--- src/rtl/fifo_arb_pkg.sv ---
// fifo_arb_pkg: shared types and sizing helper for the packet arbiter
package fifo_arb_pkg;
   typedef enum logic {IDLE, BUSY} state_t;
   // Bits needed to hold values 0..n-1, never less than one
   function automatic int clog2(input int n);
      int r;
      r = 1;
      while ((1 << r) < n) r++;
      return r;
   endfunction
endpackage

--- src/rtl/fifo_pkt_arbiter_rr_pick.sv ---
// rr_pick: combinational round-robin picker, first set request above irr with wrap
//   ireq   : request vector
//   irr    : index of the previous winner
//   ofound : any request set
//   oidx   : winning index
module rr_pick #(
   parameter int pREQ = 4,
   parameter int pIW  = 2
) (
   input  logic [pREQ-1:0] ireq,
   input  logic [pIW-1:0]  irr,
   output logic            ofound,
   output logic [pIW-1:0]  oidx
);
   // Lowest set bit overall is the wrap-around fallback; the lowest set bit
   // strictly above irr overrides it, so no modulo arithmetic is needed.
   always_comb begin
      ofound = |ireq;
      oidx = '0;
      for (int i = pREQ - 1; i >= 0; i--) if (ireq[i]) oidx = pIW'(i);
      for (int i = pREQ - 1; i >= 0; i--) if (ireq[i] && pIW'(i) > irr) oidx = pIW'(i);
   end
endmodule

--- src/rtl/fifo_pkt_arbiter.sv ---
// fifo_pkt_arbiter: packet-granular round-robin sharing of one fifo write port
//   iclk/ireset          : clock, synchronous active-high reset
//   ireq/ilast/idata     : per-requester valid, last flag and word
//   oack                 : one-hot accept of the owner's word
//   ogrant/obusy         : registered owner (one-hot) and busy state
//   ifull                : fifo full, back-pressures the owner
//   ofifo_wr/ofifo_data  : fifo write port
//   oerr/oerr_id         : truncation pulse at pMAX_LEN and offending requester
module fifo_pkt_arbiter
   import fifo_arb_pkg::*;
#(
   parameter int pBITS    = 8,
   parameter int pREQ     = 4,
   parameter int pMAX_LEN = 64
) (
   input  logic                      iclk,
   input  logic                      ireset,
   input  logic [pREQ-1:0]           ireq,
   input  logic [pREQ-1:0]           ilast,
   input  logic [pREQ*pBITS-1:0]     idata,
   output logic [pREQ-1:0]           oack,
   output logic [pREQ-1:0]           ogrant,
   input  logic                      ifull,
   output logic                      ofifo_wr,
   output logic [pBITS-1:0]          ofifo_data,
   output logic                      obusy,
   output logic                      oerr,
   output logic [clog2(pREQ)-1:0]    oerr_id
);
   localparam int IW = clog2(pREQ);
   localparam int LW = clog2(pMAX_LEN + 1);
   state_t           r_state;
   logic [IW-1:0]    r_grant, r_rr, w_pick;
   logic [LW-1:0]    r_len;
   logic             w_busy, w_found, w_wr, w_last, w_lim, w_err;
   logic [pBITS-1:0] w_words [pREQ];
   for (genvar g = 0; g < pREQ; g++) begin : g_words
      assign w_words[g] = idata[g*pBITS +: pBITS];
   end
   rr_pick #(.pREQ(pREQ), .pIW(IW)) u_pick (
      .ireq   (ireq),
      .irr    (r_rr),
      .ofound (w_found),
      .oidx   (w_pick)
   );
   assign w_busy     = r_state == BUSY;
   assign w_wr       = w_busy & ireq[r_grant] & ~ifull;
   assign w_last     = ilast[r_grant];
   assign w_lim      = (r_len + LW'(1)) == LW'(pMAX_LEN);
   assign w_err      = w_wr & ~w_last & w_lim;
   assign ofifo_wr   = w_wr;
   assign oack       = w_wr ? pREQ'(1) << r_grant : '0;
   assign ogrant     = w_busy ? pREQ'(1) << r_grant : '0;
   assign obusy      = w_busy;
   assign ofifo_data = w_busy ? w_words[r_grant] : '0;
   assign oerr       = w_err;
   assign oerr_id    = w_err ? r_grant : '0;
   always_ff @(posedge iclk) begin
      if (ireset) begin
         r_state <= IDLE;
         r_grant <= '0;
         r_rr    <= IW'(pREQ - 1);
         r_len   <= '0;
      end else if (!w_busy) begin
         if (w_found) begin
            r_state <= BUSY;
            r_grant <= w_pick;
            r_len   <= '0;
         end
      end else if (w_wr) begin
         r_len <= r_len + LW'(1);
         // A last word or the length limit both close the packet
         if (w_last || w_lim) begin
            r_state <= IDLE;
            r_rr    <= r_grant;
         end
      end
   end
endmodule

--- config.mk ---
export PLATFORM = sky130hd
export DESIGN_NAME = fifo_pkt_arbiter
export DESIGN_NICKNAME = d
export VERILOG_FILES = /design/src/rtl/fifo_arb_pkg.sv /design/src/rtl/fifo_pkt_arbiter_rr_pick.sv /design/src/rtl/fifo_pkt_arbiter.sv
export SDC_FILE = /design/constraint.sdc
export NUM_CORES = 1
export LEC_CHECK = 0
export BUFFER_PORTS_ARGS = -buffer_cell sky130_fd_sc_hd__clkbuf_2
export CAP_MARGIN = 40
export CELL_PAD_IN_SITES_DETAIL_PLACEMENT = 1
export CELL_PAD_IN_SITES_GLOBAL_PLACEMENT = 2
export CORE_ASPECT_RATIO = 0.8
export CORE_MARGIN = 8
export CORE_UTILIZATION = 25
export DETAILED_ROUTE_END_ITERATION = 16
export GPL_TIMING_DRIVEN = 0
export PLACE_DENSITY_LB_ADDON = 0.25
export SLEW_MARGIN = 30
export SYNTH_ARGS = -nofsm -noshare
export SYNTH_HDL_FRONTEND = slang
export SYNTH_SLANG_ARGS = --single-unit
--- constraint.sdc ---
create_clock -name iclk -period 3 [get_ports iclk]
set_input_delay 0.6 -clock iclk [delete_from_list [all_inputs] [get_ports iclk]]
set_output_delay 0.6 -clock iclk [all_outputs]
set_load 0.01 [all_outputs]
; Yosys cells after proc, flatten, opt, wreduce, memory -nomap -nowiden
; Cells that the tools add are included.
[op_classes]
addsub = 1
order_cmp = 6
eq_ne = 2
n_shift = 1
n_mux = 26
bitwise = 8
n_reduce_logical = 10
[ops]
columns = operator, n
row1 = 8-bit two-way mux, 3
row2 = 7-bit two-way mux, 3
row3 = 2-bit two-way mux, 9
row4 = 8-bit binary-select mux with 2-bit select, 1
row5 = 4-bit two-way mux, 2
row6 = "7-bit by 1-bit adder with 7-bit output, second input constant", 1
row7 = "7-bit == test, second input constant", 1
row8 = 1-bit two-way mux, 6
row9 = 1-bit bitwise AND, 4
row10 = 1-bit binary-select mux with 2-bit select, 2
row11 = "1-bit by 2-bit > comparator with 1-bit output, first input constant", 2
row12 = "2-bit > comparator, first input constant", 2
row13 = 1-bit logical AND, 4
row14 = 2-bit AND reduction, 2
row15 = 4-bit OR reduction, 1
row16 = "1-bit by 2-bit << shifter with 4-bit output, first input constant", 1
row17 = "3-bit greater-or-equal comparator, second input constant", 1
row18 = "2-bit by 3-bit less-than comparator with 1-bit output, second input constant", 1
row19 = 1-bit NOT, 3
row20 = 2-bit NOT with 3-bit output, 1
row21 = 3-bit AND reduction, 1
row22 = "2-bit by 1-bit != test with 1-bit output, second input constant", 1
row23 = 2-bit nonzero test, 1
row24 = 1-bit logical OR, 1
[word_totals]
register_bits = 12
in_bits = 43
out_inout_bits = 21
elab_cells = 58

; Longest topological paths before layout
[depth]
word_depth = 8
ltp_mapped = 8
depth_no_buf = 6

; Cells and area by module
; Synthesis repeated with hierarchy kept, for this count alone.
[unflattened]
cells_unflattened = 131
area_unflattened_um2 = 1114.8
[by_module_without_submodules]
columns = module, instances, cells_each, area_each_um2
row1 = fifo_pkt_arbiter, 1, 117, 1028.5
row2 = rr_pick, 1, 14, 86.3

; Least setup slack after synthesis
; OpenSTA, ideal clock, no wires.
[synth_path]
path_type = input port to output port
from = in ifull
to = out oerr_id[0]
arrival_time_ns = 1.915
slack_ns = 0.485
stages = 5
path_buffers = 0
path_cell_list = or3b_4 -> o32ai_2 -> nand3_1 -> or3b_4 -> nor3b_1
[synth_between]
elab_chain_len = 5
[synth_rtl]
columns = element, line_no
row1 = from (decl), fifo_pkt_arbiter.sv:23  ; input logic ifull,
row2 = 1-bit NOT, fifo_pkt_arbiter.sv:47  ; assign w_wr = w_busy & ireq[r_grant] & ~ifull;
row3 = 1-bit bitwise AND, fifo_pkt_arbiter.sv:47
row4 = 1-bit bitwise AND (2 in a row), fifo_pkt_arbiter.sv:50  ; assign w_err = w_wr & ~w_last & w_lim;
row5 = 2-bit two-way mux, fifo_pkt_arbiter.sv:57  ; assign oerr_id = w_err ? r_grant : '0;
row6 = to (decl), fifo_pkt_arbiter.sv:28  ; output logic [clog2(pREQ)-1:0] oerr_id
; Every way passes these cells.

; Worst setup path in the final report
[layout_path]
from = reg r_grant[1]
to = out oerr_id[1]
[layout_between]
elab_chain_len = 7
word_cells_on_any_way = 10
classes_between = mux (5) / bitwise (5)
[layout_rtl]
columns = element, line_no
row1 = from (decl), fifo_pkt_arbiter.sv:33  ; logic [IW-1:0] r_grant, r_rr, w_pick;
row2 = from (signal assigned), fifo_pkt_arbiter.sv:67  ; r_grant <= w_pick;
row3 = 1-bit binary-select mux with 2-bit select, fifo_pkt_arbiter.sv:47
row4 = 1-bit two-way mux (not written as such), fifo_pkt_arbiter.sv:47
row5 = 1-bit bitwise AND (2 in a row), fifo_pkt_arbiter.sv:47
row6 = 1-bit bitwise AND (2 in a row), fifo_pkt_arbiter.sv:50
row7 = 2-bit two-way mux *, fifo_pkt_arbiter.sv:57
; Every way passes the cells marked *; elsewhere a longest branch is shown, timed or not. The select of a mux whose other input is x is not followed.

==> impl_results.html <==
<table>
<tr><th>Metric</th><th>Value</th></tr>
<tr><th colspan="2">STA</th></tr>
<tr><td>Setup violation total in the final timing report</td><td>0</td></tr>
<tr><td>Layout Skew</td><td>around 1.3 ps</td></tr>
<tr><td>Time the worst path needs with I/O delays and setup</td><td>between 2000 and 3000 ps</td></tr>
<tr><td>RSZ-0062 raised after global routing</td><td>false</td></tr>
<tr><td>Slew at the pin with the worst max-slew slack</td><td>~560 ps</td></tr>
<tr><td>Max frequency</td><td>358 MHz</td></tr>
<tr><td>Fin. Hold Viols</td><td>0</td></tr>
<tr><td>Worst slew margin relative to its limit</td><td>between 60 and 70%</td></tr>
<tr><td>Tcrit/Tclk final</td><td>93.0%</td></tr>
<tr><td>Slew Limit Fails</td><td>0</td></tr>
<tr><td>Setup TNS after final layout</td><td>0 ps</td></tr>
<tr><th colspan="2">Finish</th></tr>
<tr><td>Fraction of layout cells with a size suffix above 1</td><td>a little under half</td></tr>
<tr><td># nets final</td><td>241</td></tr>
<tr><td>Non-Filler Instances</td><td>~250</td></tr>
<tr><td>Register area</td><td>244 sq um</td></tr>
<tr><td>Area growth from synthesis to layout</td><td>42.8%</td></tr>
<tr><td># diodes</td><td>0</td></tr>
<tr><td>Count of fill cells added during filler insertion</td><td>roughly 550</td></tr>
<tr><td>Area of the multi-input gates</td><td>832 sq um</td></tr>
<tr><th colspan="2">Detailed routing</th></tr>
<tr><td>Pre-Repair DR Iteration Count</td><td>4</td></tr>
<tr><td>Vias</td><td>between 1000 and 1500</td></tr>
<tr><td>Mean routed wirelength per cell</td><td>16.1 microns</td></tr>
<tr><td>DRC violation count after routing</td><td>0</td></tr>
<tr><td>Wire length after detailed routing</td><td>4.05 mm</td></tr>
<tr><td>Initial DRC Count</td><td>53</td></tr>
<tr><td>Via density per instance</td><td>4.95</td></tr>
<tr><td>Antenna viol nets, final</td><td>0</td></tr>
<tr><th colspan="2">Status</th></tr>
<tr><td>Status</td><td>finished, final reports clean</td></tr>
<tr><th colspan="2">Logic synthesis</th></tr>
<tr><td>Post-Syn Instances</td><td>128</td></tr>
<tr><td>Number of warnings issued by yosys</td><td>0</td></tr>
<tr><td>Cell with the most instances after synthesis</td><td>nor2_1</td></tr>
<tr><td>Cell area after synthesis</td><td>1090 sq um</td></tr>
<tr><td>Synth top cells by count</td><td>15 x nor2_1, 12 x dfxtp_1, 10 x a21oi_1, 10 x and2_1, 9 x mux4_2</td></tr>
<tr><td>Number of storage elements in the synthesis netlist</td><td>12</td></tr>
<tr><td>Top flip-flop cell by instance count after synthesis</td><td>dfxtp_1</td></tr>
<tr><td>Synthesized area per cell</td><td>8.53 sq um</td></tr>
<tr><td>Syn nets</td><td>173</td></tr>
<tr><td>Register area share after synthesis</td><td>22.0%</td></tr>
<tr><td>Area contributors post-synth</td><td>dfxtp_1 22%, mux4_2 19%, and2_1 5.7%</td></tr>
<tr><td>Async set-or-reset flop fraction in the synthesized netlist</td><td>0%</td></tr>
<tr><td>Cell accounting for the most synthesized area</td><td>dfxtp_1</td></tr>
<tr><td>Synth unique cells</td><td>39</td></tr>
<tr><td>Post-synth top area share</td><td>22.0%</td></tr>
<tr><td>Post-synth EDFFs</td><td>0</td></tr>
<tr><th colspan="2">GRT</th></tr>
<tr><td>GRT Resource Usage Total</td><td>between 10% and 20%</td></tr>
<tr><td>Pin count of the biggest net entering global routing</td><td>11</td></tr>
<tr><td>Sum of overflow across all layers after global routing</td><td>0</td></tr>
<tr><td>Number of global-route vias before repair</td><td>~1300</td></tr>
<tr><td>Global-route wire length before repair</td><td>between 6 and 7 mm</td></tr>
<tr><td>Initial antenna violation count</td><td>0</td></tr>
<tr><th colspan="2">Die</th></tr>
<tr><td>Number of top-level design ports</td><td>64</td></tr>
<tr><td>Initial core utilization</td><td>26.0%</td></tr>
<tr><td>Floorplan Core Area</td><td>4200 sq um</td></tr>
<tr><td>Die footprint</td><td>slightly below 7000 sq um</td></tr>
<tr><td>Placement row count</td><td>21</td></tr>
<tr><td>Die Span X</td><td>89.9 microns</td></tr>
<tr><td>Vert. Die Dim</td><td>between 70 and 80 microns</td></tr>
<tr><th colspan="2">Clocking</th></tr>
<tr><td>Worst skew pair latency</td><td>240 ps</td></tr>
<tr><td>Number of buffers on the longest clock path</td><td>2</td></tr>
<tr><td>Clock buffer count from CTS</td><td>3</td></tr>
<tr><td>Cell at the root of the clock tree</td><td>clkbuf_8</td></tr>
<tr><td>Clk slew on worst S/H paths</td><td>approximately 50 ps</td></tr>
<tr><td>TritonCTS clock tree</td><td>yes</td></tr>
<tr><td>Sink count of the clock tree</td><td>12</td></tr>
<tr><td>Post-CTS Hold Buffers</td><td>0</td></tr>
<tr><td>Number of setup buffers added after CTS</td><td>0</td></tr>
<tr><td>CTS H-Tree Depth</td><td>1</td></tr>
<tr><th colspan="2">Pwr</th></tr>
<tr><td>Static power due to leakage</td><td>between 0.0006 and 0.0007 uW</td></tr>
<tr><td>Total power draw</td><td>about 520 uW</td></tr>
<tr><td>Worst IR Drop VDD</td><td>0.158 mV</td></tr>
<tr><td>Power per Cell Area</td><td>332 nW/um^2</td></tr>
<tr><th colspan="2">Worst setup path</th></tr>
<tr><td>Delay of the slowest cell on the worst path</td><td>between 400 and 500 ps</td></tr>
<tr><td>Largest fanout on the critical path</td><td>8</td></tr>
<tr><td>Required time worst endpoint</td><td>2400 ps</td></tr>
<tr><td>Critical path capture point type</td><td>primary output</td></tr>
<tr><td>Critical Path Most Common Cell</td><td>or3b_4</td></tr>
<tr><td>Cells along the critical path</td><td>buf_2 &gt; or3b_4 &gt; o32ai_2 &gt; nand3_1 &gt; or3b_4 &gt; nor3b_1 &gt; clkbuf_2</td></tr>
<tr><td>CP Launch Type</td><td>register</td></tr>
<tr><td>Worst Path Arrival</td><td>~2200 ps</td></tr>
<tr><td>Worst reg-to-reg path cell count</td><td>6</td></tr>
<tr><td>Internal reg-to-reg setup slack</td><td>approximately 940 ps</td></tr>
<tr><td>Slowest library cell on the worst path</td><td>or3b_4</td></tr>
<tr><td>Setup Crit Path Kind</td><td>reg2out</td></tr>
<tr><th colspan="2">Placement</th></tr>
<tr><td>HPWL after DPL</td><td>3.54 mm</td></tr>
<tr><td>Instance count after placement with tap cells included</td><td>248</td></tr>
<tr><td>Number of buffer cells added on primary ports</td><td>63</td></tr>
<tr><td>GPL Wtd Cong</td><td>0.717</td></tr>
<tr><th colspan="2">Run</th></tr>
<tr><td>Max-cap viol count</td><td>0</td></tr>
<tr><th colspan="2">Min path</th></tr>
<tr><td>Hold path cells</td><td>2</td></tr>
<tr><td>Class of the worst hold path</td><td>reg2reg</td></tr>
</table>
## worst max-delay path: cells and delay by family (launching register included)
family	cells	cell delay, ps
compound gates	1	180
flops	1	290
buf+inv	2	340
simple gates	4	1130
## cells in the final DEF (no fill, tap or decap), types with 3 or more instances in the layout
master and instances:
mux2i_1 3, dfxtp_1 9, mux4_2 9, clkbuf_2 63
nor3b_1 7, nor2_1 15, and2_1 10, nand2_1 7
o21ai_1 4, a21oi_1 10, dfxtp_2 3, nor3_1 4
buf_2 4, clkbuf_1 3, clkbuf_8 4, o21ai_0 4
## stage by stage
stage / hold WS, ps / instance area, sq um / utilization, % / setup slack (ps)
2_1_floorplan: 501 / 1090 / - / 485
3_3_place_gp: 525 / 1480 / 35.2 / 245
3_5_place_dp: 545 / 1480 / 35.2 / 202
4_1_cts: 553 / 1540 / 36.7 / 50.2
5_1_grt: 587 / 1560 / 37.1 / 57.3
6_report: 547 / 1560 / 37.1 / 211
## state kept, by name, indices dropped and copies added (netlist names)
register and count:
r_grant 2, r_len 7, obusy 1, r_rr 2
## routing by layer
metal,GRT usage [%],routed length (microns),vias to the layer above,share of wire (%)
met3,2.49,117,2,2.9
met1,14.5,1790,608,44
met5,0,0,-,0
met4,1.65,12,0,0.30
met2,24.2,2130,22,53
li1,-,-,616,-
## power breakdown
| group | switching (uW) | internal [uW] | leakage, uW |
|---|---|---|---|
| logic | 80.5 | 84.5 | 0.000552 |
| registers | 9.83 | 166 | 0.0000987 |
| clock network | 61.6 | 116 | 0.0000288 |
| total | 152 | 367 | 0.000680 |
## cell type report
type                       count  share of cell area [%]
buffer                         8                    2.25
clock buffer                   4                    3.53
inverter                       2                   0.481
multi-input combinational    106                    53.3
sequential                    12                    15.6
tap                           57                    4.57
timing repair buffer          63                    20.2
## cell families after synthesis
kind of cell,after synthesis,synth area share [%]
compound gates,30,18.1
fa+ha+maj,2,2.29
mux,12,21.3
xor+xnor,1,0.802
flops,12,22.0
simple gates,61,31.6
buf+inv,10,3.89
## worst paths after layout
kind              startpoint    endpoint
hold reg to reg     r_len[4]    r_len[4]
setup reg to reg  r_grant[1]     r_rr[0]
hold / removal      r_len[4]    r_len[4]
setup / recovery  r_grant[1]  oerr_id[1]
## timing repair
action                                  in CTS  in global routing
hold endpoints to repair                     0                  0
gates resized for setup                      2                  5
endpoints found under the setup margin       2                  3
(Power assumes the default switching activity.)
